==> src/rtl/kw_pkg.sv <==
// Shared definitions for the keypad word controller: FSM states, key kinds
// and word geometry.
package kw_pkg;

    localparam int unsigned CHAR_W  = 4;
    localparam int unsigned MAX_LEN = 7;

    typedef enum logic [1:0] {
        ST_IDLE     = 2'd0,
        ST_DEBOUNCE = 2'd1,
        ST_HELD     = 2'd2,
        ST_COMMIT   = 2'd3
    } kw_state_t;

    typedef enum logic {
        KIND_DIGIT = 1'b0,
        KIND_STAR  = 1'b1
    } kw_kind_t;

endpackage

==> src/rtl/key_debounce.sv <==
// Stability counter: pulses 'stable' on the DEB_CYCLES-th consecutive cycle
// in which the sampled inputs still match the latched key.
module key_debounce #(
    parameter int unsigned DEB_CYCLES = 4
) (
    input  logic clk,
    input  logic reset,
    input  logic sample,
    input  logic match,
    output logic stable
);

    logic [3:0] cnt;

    assign stable = sample && match && (cnt == 4'(DEB_CYCLES - 1));

    always_ff @(posedge clk or negedge reset) begin
        if (!reset) begin
            cnt <= '0;
        end else if (!sample || !match || stable) begin
            cnt <= '0;
        end else begin
            cnt <= cnt + 4'd1;
        end
    end

endmodule

==> src/rtl/keypad_word_ctrl.sv <==
// Debounced keypad entry: collects up to MAX_LEN digit characters and offers
// the word on a valid/ready handshake when the star key is pressed.
module keypad_word_ctrl
    import kw_pkg::*;
#(
    parameter int unsigned DEB_CYCLES = 4,
    parameter int unsigned MAX_LEN    = 7
) (
    input  logic        clk,
    input  logic        reset,
    input  logic        key_pressed,
    input  logic [3:0]  key_code,
    input  logic        star_pressed,
    input  logic        word_ready,
    output logic        word_valid,
    output logic [27:0] word_data,
    output logic [2:0]  word_len,
    output logic        char_pulse,
    output logic        overflow
);

    kw_state_t  state;
    kw_kind_t   kind;
    logic [3:0] code;
    logic       match;
    logic       stable;
    logic       full;

    // A digit candidate is lost if star joins in, since star has priority.
    assign match = (kind == KIND_STAR) ? star_pressed
                 : (key_pressed && !star_pressed && (key_code == code));
    assign full       = (word_len == 3'(MAX_LEN));
    assign word_valid = (state == ST_COMMIT);

    key_debounce #(
        .DEB_CYCLES(DEB_CYCLES)
    ) u_debounce (
        .clk   (clk),
        .reset (reset),
        .sample(state == ST_DEBOUNCE),
        .match (match),
        .stable(stable)
    );

    always_ff @(posedge clk or negedge reset) begin
        if (!reset) begin
            state      <= ST_IDLE;
            kind       <= KIND_DIGIT;
            code       <= '0;
            word_data  <= '0;
            word_len   <= '0;
            char_pulse <= 1'b0;
            overflow   <= 1'b0;
        end else begin
            char_pulse <= 1'b0;
            overflow   <= 1'b0;
            case (state)
                ST_IDLE: begin
                    if (star_pressed) begin
                        state <= ST_DEBOUNCE;
                        kind  <= KIND_STAR;
                    end else if (key_pressed) begin
                        state <= ST_DEBOUNCE;
                        kind  <= KIND_DIGIT;
                        code  <= key_code;
                    end
                end
                ST_DEBOUNCE: begin
                    if (!match) begin
                        state <= ST_IDLE;
                    end else if (stable) begin
                        if (kind == KIND_STAR) begin
                            state <= (word_len != '0) ? ST_COMMIT : ST_HELD;
                        end else begin
                            state <= ST_HELD;
                            if (full) begin
                                overflow <= 1'b1;
                            end else begin
                                word_data[{word_len, 2'b00} +: CHAR_W] <= code;
                                word_len   <= word_len + 3'd1;
                                char_pulse <= 1'b1;
                            end
                        end
                    end
                end
                ST_HELD: begin
                    if (!key_pressed && !star_pressed) begin
                        state <= ST_IDLE;
                    end
                end
                ST_COMMIT: begin
                    if (word_ready) begin
                        state     <= ST_HELD;
                        word_len  <= '0;
                        word_data <= '0;
                    end
                end
                default: state <= ST_IDLE;
            endcase
        end
    end

endmodule

==> config.mk <==
export PLATFORM = sky130hd
export DESIGN_NAME = keypad_word_ctrl
export DESIGN_NICKNAME = d
export VERILOG_FILES = /design/src/rtl/kw_pkg.sv /design/src/rtl/key_debounce.sv /design/src/rtl/keypad_word_ctrl.sv
export SDC_FILE = /design/constraint.sdc
export NUM_CORES = 1
export LEC_CHECK = 0
export CORE_MARGIN = 2
export CORE_UTILIZATION = 48
export DETAILED_ROUTE_END_ITERATION = 10
export PLACE_DENSITY = 0.76
export SYNTH_ARGS = -nofsm -noshare
export SYNTH_HDL_FRONTEND = slang
export SYNTH_SLANG_ARGS = --single-unit
==> constraint.sdc <==
create_clock -name clk -period 3.12 [get_ports clk]
set_input_delay 0.468 -clock clk [delete_from_list [all_inputs] [get_ports clk]]
set_output_delay 0.468 -clock clk [all_outputs]
set_load 0.01 [all_outputs]
==> run metrics <==
Worst path max stage delay around 0.54 ns; io pins 43; Max Fclk ~0.39 GHz; CTS tree yes; crit-path cells inv_1 -> ha_1 -> ha_1 -> or3b_4 -> nor4_4 -> o22ai_1 -> a22o_1; Crit-path slowest cell dfrtp_1; row count 23; Req. time, crit path 3.31 ns; Initial Util 0.511; Post-Route WL about 4.5 mm; clock power share 0.324; Switching Power about 440 uW; YS warnings 0; Total Routing Usage GR 0.199; H-Tree Depth 2; CP Max Fanout 9; dpl hpwl 3.26 mm; starting DRC count in detailed routing 125; Startpoint Class register; post-CTS sizing 0; sequential power share 0.511; logic gate share of total power 0.165; Max-cap violations 0; die area around 0.0049 mm2; syn nets between 200 and 250; P per Cell Area about 550 mW/mm2; CTS clock-pin slew for the worst setup and hold paths roughly 0.080 ns; pin count of the biggest net entering global routing 45; final hold slack approximately 0.31 ns; gr ovfl total 0; period utilization 0.820; most frequent cells in the layout dfrtp_1, clkdlybuf4s50_1, a22o_1; number of global-route vias before repair approximately 1500; routed vias/inst ~5.7; setup TNS 0 ns; DP Area between 0.002 and 0.003 mm2; worst relative slew slack 0.362; drt pass-1 iters 4; Synth-to-Final Area Change 28.0%; Antenna Nets Post-Route 0; Worst setup EP type register; Final Cell Area around 0.0027 mm2; critical path type register to register; Critical Path AT 2.75 ns; Buf/Inv on CP 1; Die Span X around 70 um; DRC 0; CP delay by family, top simple AND/OR/NAND/NOR gates; Port-buffer cells between 40 and 50; Mapped Cells around 190; RSZ-0062 raised after global routing false; layout cell share with drive strength beyond 1 0.104; Die Ht 70.0 um; LEAKAGE ~0.0012 uW; Worst Tran Pin Value between 0.9 and 1 ns; hold_buf cts 0; switching share of power 0.298; worst hold-check path type primary input to async pin; Final Slew Violations 0; outcome completed; register area share after synthesis 0.527; routability cong. between 0.8 and 0.9; worst skew pair latency around 0.3 ns; setup bufs post-CTS 0; Bufs on Longest Clock Path 2; initial antenna violation count 0; final setup violating endpoints 0; Yosys reg bits 44; Peak VDD IR roughly 0.39 mV; wire per inst approximately 16 um; via count around 1600; # diodes 0; synthesized area per cell between 10 and 15 um2; Int Pwr slightly above 1000 uW; final hold violations 0; Post-Syn Area between 0.002 and 0.0025 mm2; first-pass GRT wire length 7.53 mm; final net count around 250; most frequent CP cell ha_1; clock buffer count from CTS 5; most common cell after layout, fill and taps aside dfrtp_1; Post-Route Skew around 0.0027 ns; Final min period roughly 2.6 ns; clock root cell clkbuf_8; core area just over 0.004 mm2; clock sinks between 40 and 50; library cells used by synthesis 34
## cell usage after synthesis
library cell | n | area, um2
inv_1 | 9 | 33.8
and2_1 | 2 | 12.5
nand2_1 | 17 | 63.8
nor3_1 | 4 | 20.0
buf_2 | 6 | 30.0
ha_1 | 8 | 100
a22o_1 | 25 | 219
nor2b_1 | 2 | 12.5
o22a_1 | 1 | 8.76
and3_1 | 4 | 25.0
nand4_2 | 1 | 12.5
mux2_2 | 5 | 56.3
nor4_4 | 1 | 21.3
a21oi_1 | 2 | 10.0
o211ai_1 | 2 | 15.0
nand3b_1 | 1 | 7.51
dfrtp_1 | 44 | 1100
nor4_2 | 3 | 37.5
xor2_1 | 1 | 8.76
nand3_1 | 4 | 20.0
nor4_1 | 2 | 12.5
o22ai_1 | 4 | 25.0
nor3b_2 | 1 | 12.5
or3_4 | 1 | 11.3
o21ai_0 | 6 | 30.0
nand2b_1 | 1 | 6.26
or3b_4 | 1 | 11.3
o21ai_1 | 7 | 35.0
xnor2_1 | 5 | 43.8
nor3b_1 | 3 | 22.5
clkbuf_2 | 1 | 5.00
nor2_1 | 9 | 33.8
nor4b_1 | 1 | 8.76
o31ai_1 | 2 | 15.0
## cell type report
| type | instances | area, um2 |
|---|---|---|
| fillers | 343 | 1410 |
| flip-flops and latches | 44 | 1100 |
| multi-input cells | 126 | 918 |
| repair buffers | 44 | 430 |
| clock buffers | 7 | 96.3 |
| well taps | 50 | 62.6 |
| inverters | 9 | 33.8 |
| clock inverters | 1 | 30.0 |
## metrics by stage
| step | setup WS [ns] | util | instances | total power [uW] |
|---|---|---|---|---|
| finish | 0.560 | 0.654 | 281 | 1460 |
| global route | 0.357 | 0.654 | 281 | 1540 |
| CTS | 0.566 | 0.654 | 281 | 1470 |
| detailed placement | 0.459 | 0.623 | 273 | 998 |
| global placement | 0.538 | 0.623 | 273 | 994 |
| floorplan | 0.867 | - | 186 | 906 |
## state kept, by name, summed over array words and instances (netlist names)
name and flops:
char_pulse 1, code 4, kind 1, overflow 1
state 2, u_debounce.cnt 4, word_data 28, word_len 3
## power groups by stage
stage / registers (uW) / clock network [uW] / logic, uW
2_1_floorplan: 669 / 0 / 236
3_3_place_gp: 755 / 0 / 239
3_5_place_dp: 757 / 0 / 241
4_1_cts: 746 / 481 / 243
5_1_grt: 761 / 507 / 270
6_report: 746 / 472 / 240
## metal layers
metal	part of all wire	routed length [um]	up-vias	track usage
met2	0.47	2110	38	0.306
met3	0.047	210	6	0.0534
met5	0	0	-	0
li1	-	-	767	-
met4	0.011	50	0	0.0577
met1	0.47	2130	786	0.279
## path summary, 6_finish.rpt
path / start / to / slack, ns / depth (start not counted)
worst max-delay path: word_len[0] / word_data[3] / 0.56 / 7
worst min-delay path: reset / u_debounce.cnt[3] / 0.31 / 1
worst max register to register: word_len[0] / word_data[3] / 0.56 / 7
worst min register to register: u_debounce.cnt[0] / u_debounce.cnt[0] / 0.48 / 1
max in group asynchronous: reset / word_len[0] / 2.20 / 1
min in group clk: u_debounce.cnt[0] / u_debounce.cnt[0] / 0.48 / 1
## cells by family after synthesis
kind of cell             Yosys count  synth area share
AND/OR/NAND/NOR                   58             0.168
AO/OA/AOI/OAI                     49             0.171
flip-flops                        44             0.527
buffers and inverters             16            0.0330
multiplexers                       5            0.0270
XOR/XNOR                           6            0.0252
adder cells (fa/ha/maj)            8            0.0479
Power figures use the tool's default switching activity.
